**src/rtl/rv32i_alu.sv**
```systemverilog
// rv32i_alu: RV32I register-register ALU with a registered 32-bit result.
//   clk   - clock, result captured on the rising edge
//   rst_n - asynchronous active-low reset, clears rd
//   rs1   - first operand
//   rs2   - second operand; rs2[4:0] is the shift amount for shifts
//   op    - {funct7[5], funct3} operation select
//   rd    - result of the operands sampled at the previous rising edge
module rv32i_alu (
    input  logic        clk,
    input  logic        rst_n,
    input  logic [31:0] rs1,
    input  logic [31:0] rs2,
    input  logic [3:0]  op,
    output logic [31:0] rd
);
    logic [4:0]  shamt;
    logic [31:0] result;
    assign shamt = rs2[4:0];
    always_comb begin
        result = '0;
        case (op)
            4'b0000: result = rs1 + rs2;
            4'b1000: result = rs1 - rs2;
            4'b0001: result = rs1 << shamt;
            4'b0010: result = {31'd0, $signed(rs1) < $signed(rs2)};
            4'b0011: result = {31'd0, rs1 < rs2};
            4'b0100: result = rs1 ^ rs2;
            4'b0101: result = rs1 >> shamt;
            4'b1101: result = $unsigned($signed(rs1) >>> shamt);
            4'b0110: result = rs1 | rs2;
            4'b0111: result = rs1 & rs2;
            default: result = '0;
        endcase
    end
    always_ff @(posedge clk or negedge rst_n) begin
        if (!rst_n)
            rd <= '0;
        else
            rd <= result;
    end
endmodule

```
**config.mk**
```make
export PLATFORM = sky130hd
export DESIGN_NAME = rv32i_alu
export DESIGN_NICKNAME = d
export VERILOG_FILES = /design/src/rtl/rv32i_alu.sv
export SDC_FILE = /design/constraint.sdc
export NUM_CORES = 1
export LEC_CHECK = 0
export CORE_MARGIN = 2
export CORE_UTILIZATION = 60
export DETAILED_ROUTE_END_ITERATION = 7
export PLACE_DENSITY = 0.84
export SETUP_SLACK_MARGIN = 0.05
export SYNTH_ARGS = -nofsm -noshare
export SYNTH_HDL_FRONTEND = slang
export SYNTH_SLANG_ARGS = --single-unit
```
**constraint.sdc**
```tcl
create_clock -name clk -period 0.8 [get_ports clk]
set_input_delay 0.12 -clock clk [delete_from_list [all_inputs] [get_ports clk]]
set_output_delay 0.12 -clock clk [all_outputs]
set_load 0.02 [all_outputs]
```
==> results_dict.tcl, run 1 <==
set metrics [dict create \
    htreeDepth 2 \
    yosysWarnings 0 \
    synth_seq_cells 32 \
    dp.final_hpwl_um 37000 \
    yosysSeqAreaShare_pct 8.57 \
    syn_nets 1485 \
    netlist_instances 1316 \
    post-cts-setup-buffers 87 \
    pin_count 102 \
    synth_ff_type "dfrtp_1" \
    synth_edf_count 0 \
    die_w_um 129 \
    initial_core_util_pct 61.5 \
    holdBufCountCts 1 \
    synth_top_area_cell "ha_1" \
    run.stop_error "[ERROR DPL-0038] Utilization greater than 100%, impossible to legalize" \
    gp_congestion 1.20 \
    portBuffers 101 \
    status "stopped before the end" \
    ys_types 83 \
    haltStage "4_1_cts" \
    synth_top_area_share_pct 13.0 \
    synth_area_mm2 0.00935 \
    syn_area_per_cell_um2 7.10 \
    numClockSinks 32 \
    clockBufferDepth 2 \
    cts_buffers 5 \
    cts_resized 847 \
    post-place-cells 1915 \
    cts_root_buffer "clkbuf_16" \
    die_y_um 129 \
    synthArstFlopShare_pct 100 \
    synth.area.top_cells "ha_1 (13%), dfrtp_1 (8.6%), mux4_2 (8.0%)" \
    rows 45 \
]
## synth_stat cells (all sizes together) (25+ instances only)
master / number
mux4: 33
a21oi: 136
nor2: 156
o21ai: 112
mux2: 25
dfrtp: 32
o211ai: 28
buf: 41
mux2i: 45
nand2: 99
nand3: 25
ha: 97
clkbuf: 62
inv: 101
nor3: 33
## cells by family after synthesis
kind of cell,share of synthesized area (%)
xor+xnor,2.06
flops,8.57
buf+inv,8.94
simple gates,17.8
fa+ha+maj,13.4
compound gates,33.4
mux,15.8
## metrics by stage
stage / cell area, µm² / setup slack [ns]
after detailed placement: 13400 / -2.74
after global placement: 13400 / -2.40
after floorplan: 9690 / -1.81
==> inputs of run 2 (changes only) <==
Settings changed: CORE_UTILIZATION 60 to 40, PLACE_DENSITY 0.84 to not set, PLACE_DENSITY_LB_ADDON set to 0.15, SETUP_SLACK_MARGIN 0.05 to not set.
==> run 2 against run 1 <==
Against the previous run: the flow now finishes, with violations (negative setup slack); synthesized cell count stayed put; synthesized area stayed put.
==> results_dict.tcl, run 2 <==
set metrics [dict create \
    diodes 0 \
    rsz0062_at_grt "true" \
    setup_ws_ns -1.67 \
    worst_setup_path_start_kind "input port" \
    drv_slew 0 \
    leakage_nw 7.64 \
    placed_area_mm2 0.0140 \
    via_per_inst 6.12 \
    ys_types 83 \
    vias 13526 \
    synthArstFlopShare_pct 100 \
    syn_area_per_cell_um2 7.10 \
    peakVddDrop_mv 0.699 \
    syn_nets 1485 \
    worst_slew_pin_slew_ns 0.736 \
    clockBufferDepth 2 \
    cts_buffers 5 \
    synth.area.top_cells "ha_1 (13%), dfrtp_1 (8.6%), mux4_2 (8.0%)" \
    wl_um 54200 \
    synth_top_area_cell "ha_1" \
    fin_hold_ws_ns 0.352 \
    setup_tns_ns -50.14 \
    wire_per_inst_um 24.5 \
    yosysMostFrequentCell "nor2_1" \
    rows 55 \
    cellPowerDensity_mw_per_mm2 969 \
    largestRegisters "rd x32" \
    arrival_ns 2.65 \
    dp.final_hpwl_um 39700 \
    numClockSinks 32 \
    violations "negative setup slack" \
    largest_reg_flops 32 \
    cts_tree "done" \
    final-setup-viol-count 64 \
    synth_top_area_share_pct 13.0 \
    grt.overflow.total 0 \
    top_register "rd" \
    cap_violations 0 \
    path_max_fanout 4 \
    ant_nets 0 \
    remaining_drc_errors 0 \
    synth_commonest_cells "nor2_1 (156), a21oi_1 (136), o21ai_0 (111), inv_1 (99), nand2_1 (99)" \
    fin_crit_ns 2.47 \
    yosysWarnings 0 \
    initial_core_util_pct 41.0 \
    drive_gt1_share_pct 56.6 \
    gp_congestion 1.03 \
    hold_class "in2async" \
    die_y_um 157 \
    track_usage_pct 42.2 \
    drt_iter0_drc 1355 \
    critPathCaptureType "flop" \
    clk_pin_slew_worst_paths_ns 0.06 \
    design_area_mm2 0.0174 \
    relSlewSlack_pct 50.4 \
    fin_util_pct 76.3 \
    netlist_instances 1316 \
    fillers 1670 \
    firstDrtPassIters 5 \
    synth_edf_count 0 \
    status "finished, violations left" \
    grt_max_degree 64 \
    hold_viol 0 \
    worstSetupPathType "in2reg" \
    synth_ff_type "dfrtp_1" \
    grt_pass1_wl_um 78000 \
    max_freq_mhz 404 \
    final_cell_mix "buf_4 (493), nor2_1 (130), buf_6 (113)" \
    multiInputGateArea_mm2 0.00979 \
    area_growth_syn_to_layout_pct 86.1 \
    yosysSeqAreaShare_pct 8.57 \
    fin_crit_sh_pct 309 \
    antenna_found_initial 0 \
    synth_area_mm2 0.00935 \
    layout_commonest_cell "buf_4" \
    cts_root_buffer "clkbuf_16" \
    nNetsFinal 2064 \
    dieArea_mm2 0.0246 \
    htreeDepth 2 \
    grt_pass1_vias 13252 \
    synth_seq_cells 32 \
    crit_required_ns 0.97 \
    die_w_um 157 \
    portBuffers 101 \
    seqCellArea_um2 802 \
    pin_count 102 \
    placeableCoreArea_mm2 0.0228 \
]
==> run 2: cell counts after synthesis <==
No cell type changed its count.
==> run 2: final timing paths <==
| check | slack [ns] | cells after the start | startpoint | endpoint |
|---|---|---|---|---|
| worst max-delay path | -1.67 | 15 | rs1[0] | rd[26]$_DFF_PN0_ |
| worst min-delay path | 0.35 | 3 | rst_n | rd[1]$_DFF_PN0_ |
| max in group asynchronous | 0.22 | 3 | rst_n | rd[23]$_DFF_PN0_ |
| min in group clk | 0.49 | 6 | rs1[12] | rd[12]$_DFF_PN0_ |
==> run 2: metal layers <==
metal	track usage (%)	share of wire, %	wire [µm]	vias up
met4	29.8	8.4	4550	0
met3	8.34	9.0	4890	206
met2	67.5	45	24200	850
met5	0	0	0	-
li1	-	-	-	6021
met1	50.7	38	20600	6449
==> run 2: area by class of cell <==
| class | instances | share of cell area, % |
|---|---|---|
| sequential | 32 | 4.61 |
| clock buffer | 8 | 0.842 |
| multi-input combinational | 1078 | 56.3 |
| tap | 313 | 2.25 |
| inverter | 103 | 2.73 |
| timing repair buffer | 675 | 33.3 |
==> run 2: power by group <==
group	switching, mW	internal, mW
Combinational	6.66	6.16
Clock	0.842	1.25
Sequential	0.129	1.82
==> run 2: per-stage QoR <==
| step | std cells | power [mW] | setup slack [ns] |
|---|---|---|---|
| 2_1_floorplan | 1316 | 6.76 | -1.81 |
| 5_1_grt | 2209 | 17.5 | -1.73 |
| 3_5_place_dp | 2094 | 11.6 | -2.69 |
| 6_report | 2209 | 16.8 | -1.67 |
| 4_1_cts | 2179 | 15.7 | -1.64 |
| 3_3_place_gp | 2094 | 11.5 | -2.71 |
==> run 2: worst max-delay path, stage by stage <==
cell,delay (ns)
buf_6,0.10
buf_6,0.11
ha_4,0.15
inv_2,0.05
fa_2,0.24
nor2b_4,0.06
o211ai_1,0.38
a21oi_2,0.14
o31ai_4,0.36
buf_6,0.18
a211oi_4,0.06
buf_6,0.15
o21ai_4,0.14
a311oi_2,0.11
a211o_1,0.28
==> run 2: logic make-up after synthesis <==
kind of cell / after synthesis / synth area share (%)
AOI/OAI and AO/OA: 478 / 33.4
muxes: 103 / 15.8
DFF: 32 / 8.57
and+or+nand+nor: 376 / 17.8
xor gates and xnor gates: 22 / 2.06
adders and majority gates: 99 / 13.4
buffers and inverters: 206 / 8.94
==> run 2: timing repair <==
action / 4_1_cts / 5_1_grt
endpoints found under the setup margin: 64 / 64
hold endpoints to repair: 32 / 0
resized for setup: 842 / 149
hold buffers: 1 / 0
setup buffers: 76 / 46
pin swaps: 160 / 116
cloned: 5 / 1
No activity file was read; power rests on OpenSTA's default activity.
==> inputs of run 3 (changes only) <==
Settings changed: CTS_CLUSTER_SIZE set to 30.
Clock period 0.8 ns to 3.11 ns, I/O delays scaled along.
==> run 3 against run 2 <==
Against the previous run: the flow now finishes without violations; first-iteration DRC count shrank 25%; die area unchanged; setup slack better by 1.7 ns; utilization down 14 points; wire length fell by 12%; global-route usage decreased by 3.8 points; cell count fell by 8.3%; sequential share of layout area grew 1.1 points.
==> results_dict.tcl, run 3 (synthesis gave the netlist of run 2 again) <==
set metrics [dict create \
    numClockSinks 32 \
    relSlewSlack_pct 40.0 \
    dieArea_mm2 0.0246 \
    hold_viol 0 \
    diodes 0 \
    dp.final_hpwl_um 38200 \
    clkPwrFrac_pct 14.9 \
    placeableCoreArea_mm2 0.0228 \
    arrival_ns 3.25 \
    grt_pass1_wl_um 70600 \
    firstDrtPassIters 5 \
    fin_crit_sh_pct 98.8 \
    peakVddDrop_mv 0.194 \
    fillers 2126 \
    antenna_found_initial 0 \
    worst_slew_pin_slew_ns 0.900 \
    worst_setup_path_start_kind "input port" \
    final_cell_mix "buf_4 (379), nor2_1 (153), a21oi_1 (115)" \
    total_power_mw 3.64 \
    crit_required_ns 3.29 \
    track_usage_pct 38.4 \
    nNetsFinal 1881 \
    portBuffers 101 \
    die_w_um 157 \
    initial_core_util_pct 41.0 \
    seqPwrFrac_pct 13.4 \
    largest_reg_flops 32 \
    pin_count 102 \
    grt_pass1_vias 11637 \
    status "finished, final reports clean" \
    cts_root_buffer "clkbuf_16" \
    holdBufCountCts 0 \
    vias 12241 \
    clk_pin_slew_worst_paths_ns 0.06 \
    p_switching_mw 1.65 \
    drv_slew 0 \
    grt_max_degree 64 \
    area_growth_syn_to_layout_pct 51.2 \
    ant_nets 0 \
    die_y_um 157 \
    clockBufferDepth 2 \
    remaining_drc_errors 0 \
    max_freq_mhz 325 \
    leakage_nw 6.34 \
    path_max_fanout 4 \
    fin_crit_ns 3.07 \
    drive_gt1_share_pct 35.6 \
    final-setup-viol-count 0 \
    cellPowerDensity_mw_per_mm2 258 \
    rows 55 \
    drt_iter0_drc 1022 \
    cap_violations 0 \
    hold_class "in2async" \
    htreeDepth 2 \
    setup_tns_ns 0 \
    wl_um 48000 \
    fin_util_pct 62.0 \
    largestRegisters "rd x32" \
    netSwitchingFraction_pct 45.4 \
    layout_commonest_cell "buf_4" \
    grt.overflow.total 0 \
    top_register "rd" \
    cts_tree "done" \
    critPathCaptureType "flop" \
    via_per_inst 6.04 \
    wire_per_inst_um 23.7 \
    p_int_mw 1.99 \
    p_comb_share_pct 71.7 \
    worstSetupPathType "in2reg" \
    gp_congestion 1.05 \
    rsz0062_at_grt "true" \
    cts_buffers 5 \
]
-- run 3: critical path, stage by stage --
cell and delay, ns:
clkdlybuf4s50_1 0.48, inv_1 0.06, ha_1 0.20, nor3b_1 0.15
a2111o_1 0.39, a311o_1 0.33, a31o_1 0.21, a32o_2 0.28
o211ai_1 0.18, a211o_1 0.18, o21ai_0 0.08, a21bo_2 0.23
-- run 3: timing repair --
action	in CTS	in global routing
buffers inserted	28	7
pin swaps	42	41
gates resized for setup	139	73
setup endpoints to repair	21	17
-- run 3: through the flow --
step / hold slack, ns / area (µm²) / std cells / setup slack (ns)
after global routing: 0.356 / 14100 / 2026 / -0.0348
after floorplan: 0.171 / 9420 / 1316 / -0.0322
final: 0.284 / 14100 / 2026 / 0.0359
after detailed placement: 0.630 / 13000 / 1983 / -0.709
after global placement: 0.644 / 13000 / 1983 / -0.626
after CTS: 0.325 / 13800 / 2019 / -0.0155
-- run 3: per-layer routing --
layer  up-vias  track usage [%]  share of wire (%)
met1      5892             49.8                 42
met5         -                0                  0
li1       5643                -                  -
met3       101             6.12                7.9
met2       605             61.2                 44
met4         0             20.5                6.1
-- run 3: path summary, 6_finish.rpt --
kind,depth (start not counted),slack [ns],from,to
min in group clk,4,0.72,op[0],rd[0]$_DFF_PN0_
max in group asynchronous,1,2.23,rst_n,rd[3]$_DFF_PN0_
hold / removal,1,0.28,rst_n,rd[29]$_DFF_PN0_
setup / recovery,12,0.04,rs2[15],rd[31]$_DFF_PN0_
-- run 3: layout make-up --
type                       instances  area (µm²)  area share, %
multi-input combinational       1078        8430           59.7
sequential                        32         801           5.67
timing repair buffer             492        3970           28.1
inverter                         103         394           2.79
tap                              313         392           2.77
clock buffer                       8         146           1.04
-- run 3: power by group through the flow --
stage	registers (mW)	clock network (mW)	logic, mW
6_report	0.487	0.544	2.61
5_1_grt	0.489	0.556	2.77
4_1_cts	0.486	0.546	2.49
3_5_place_dp	0.493	0	2.34
3_3_place_gp	0.494	0	2.33
2_1_floorplan	0.554	0	1.13
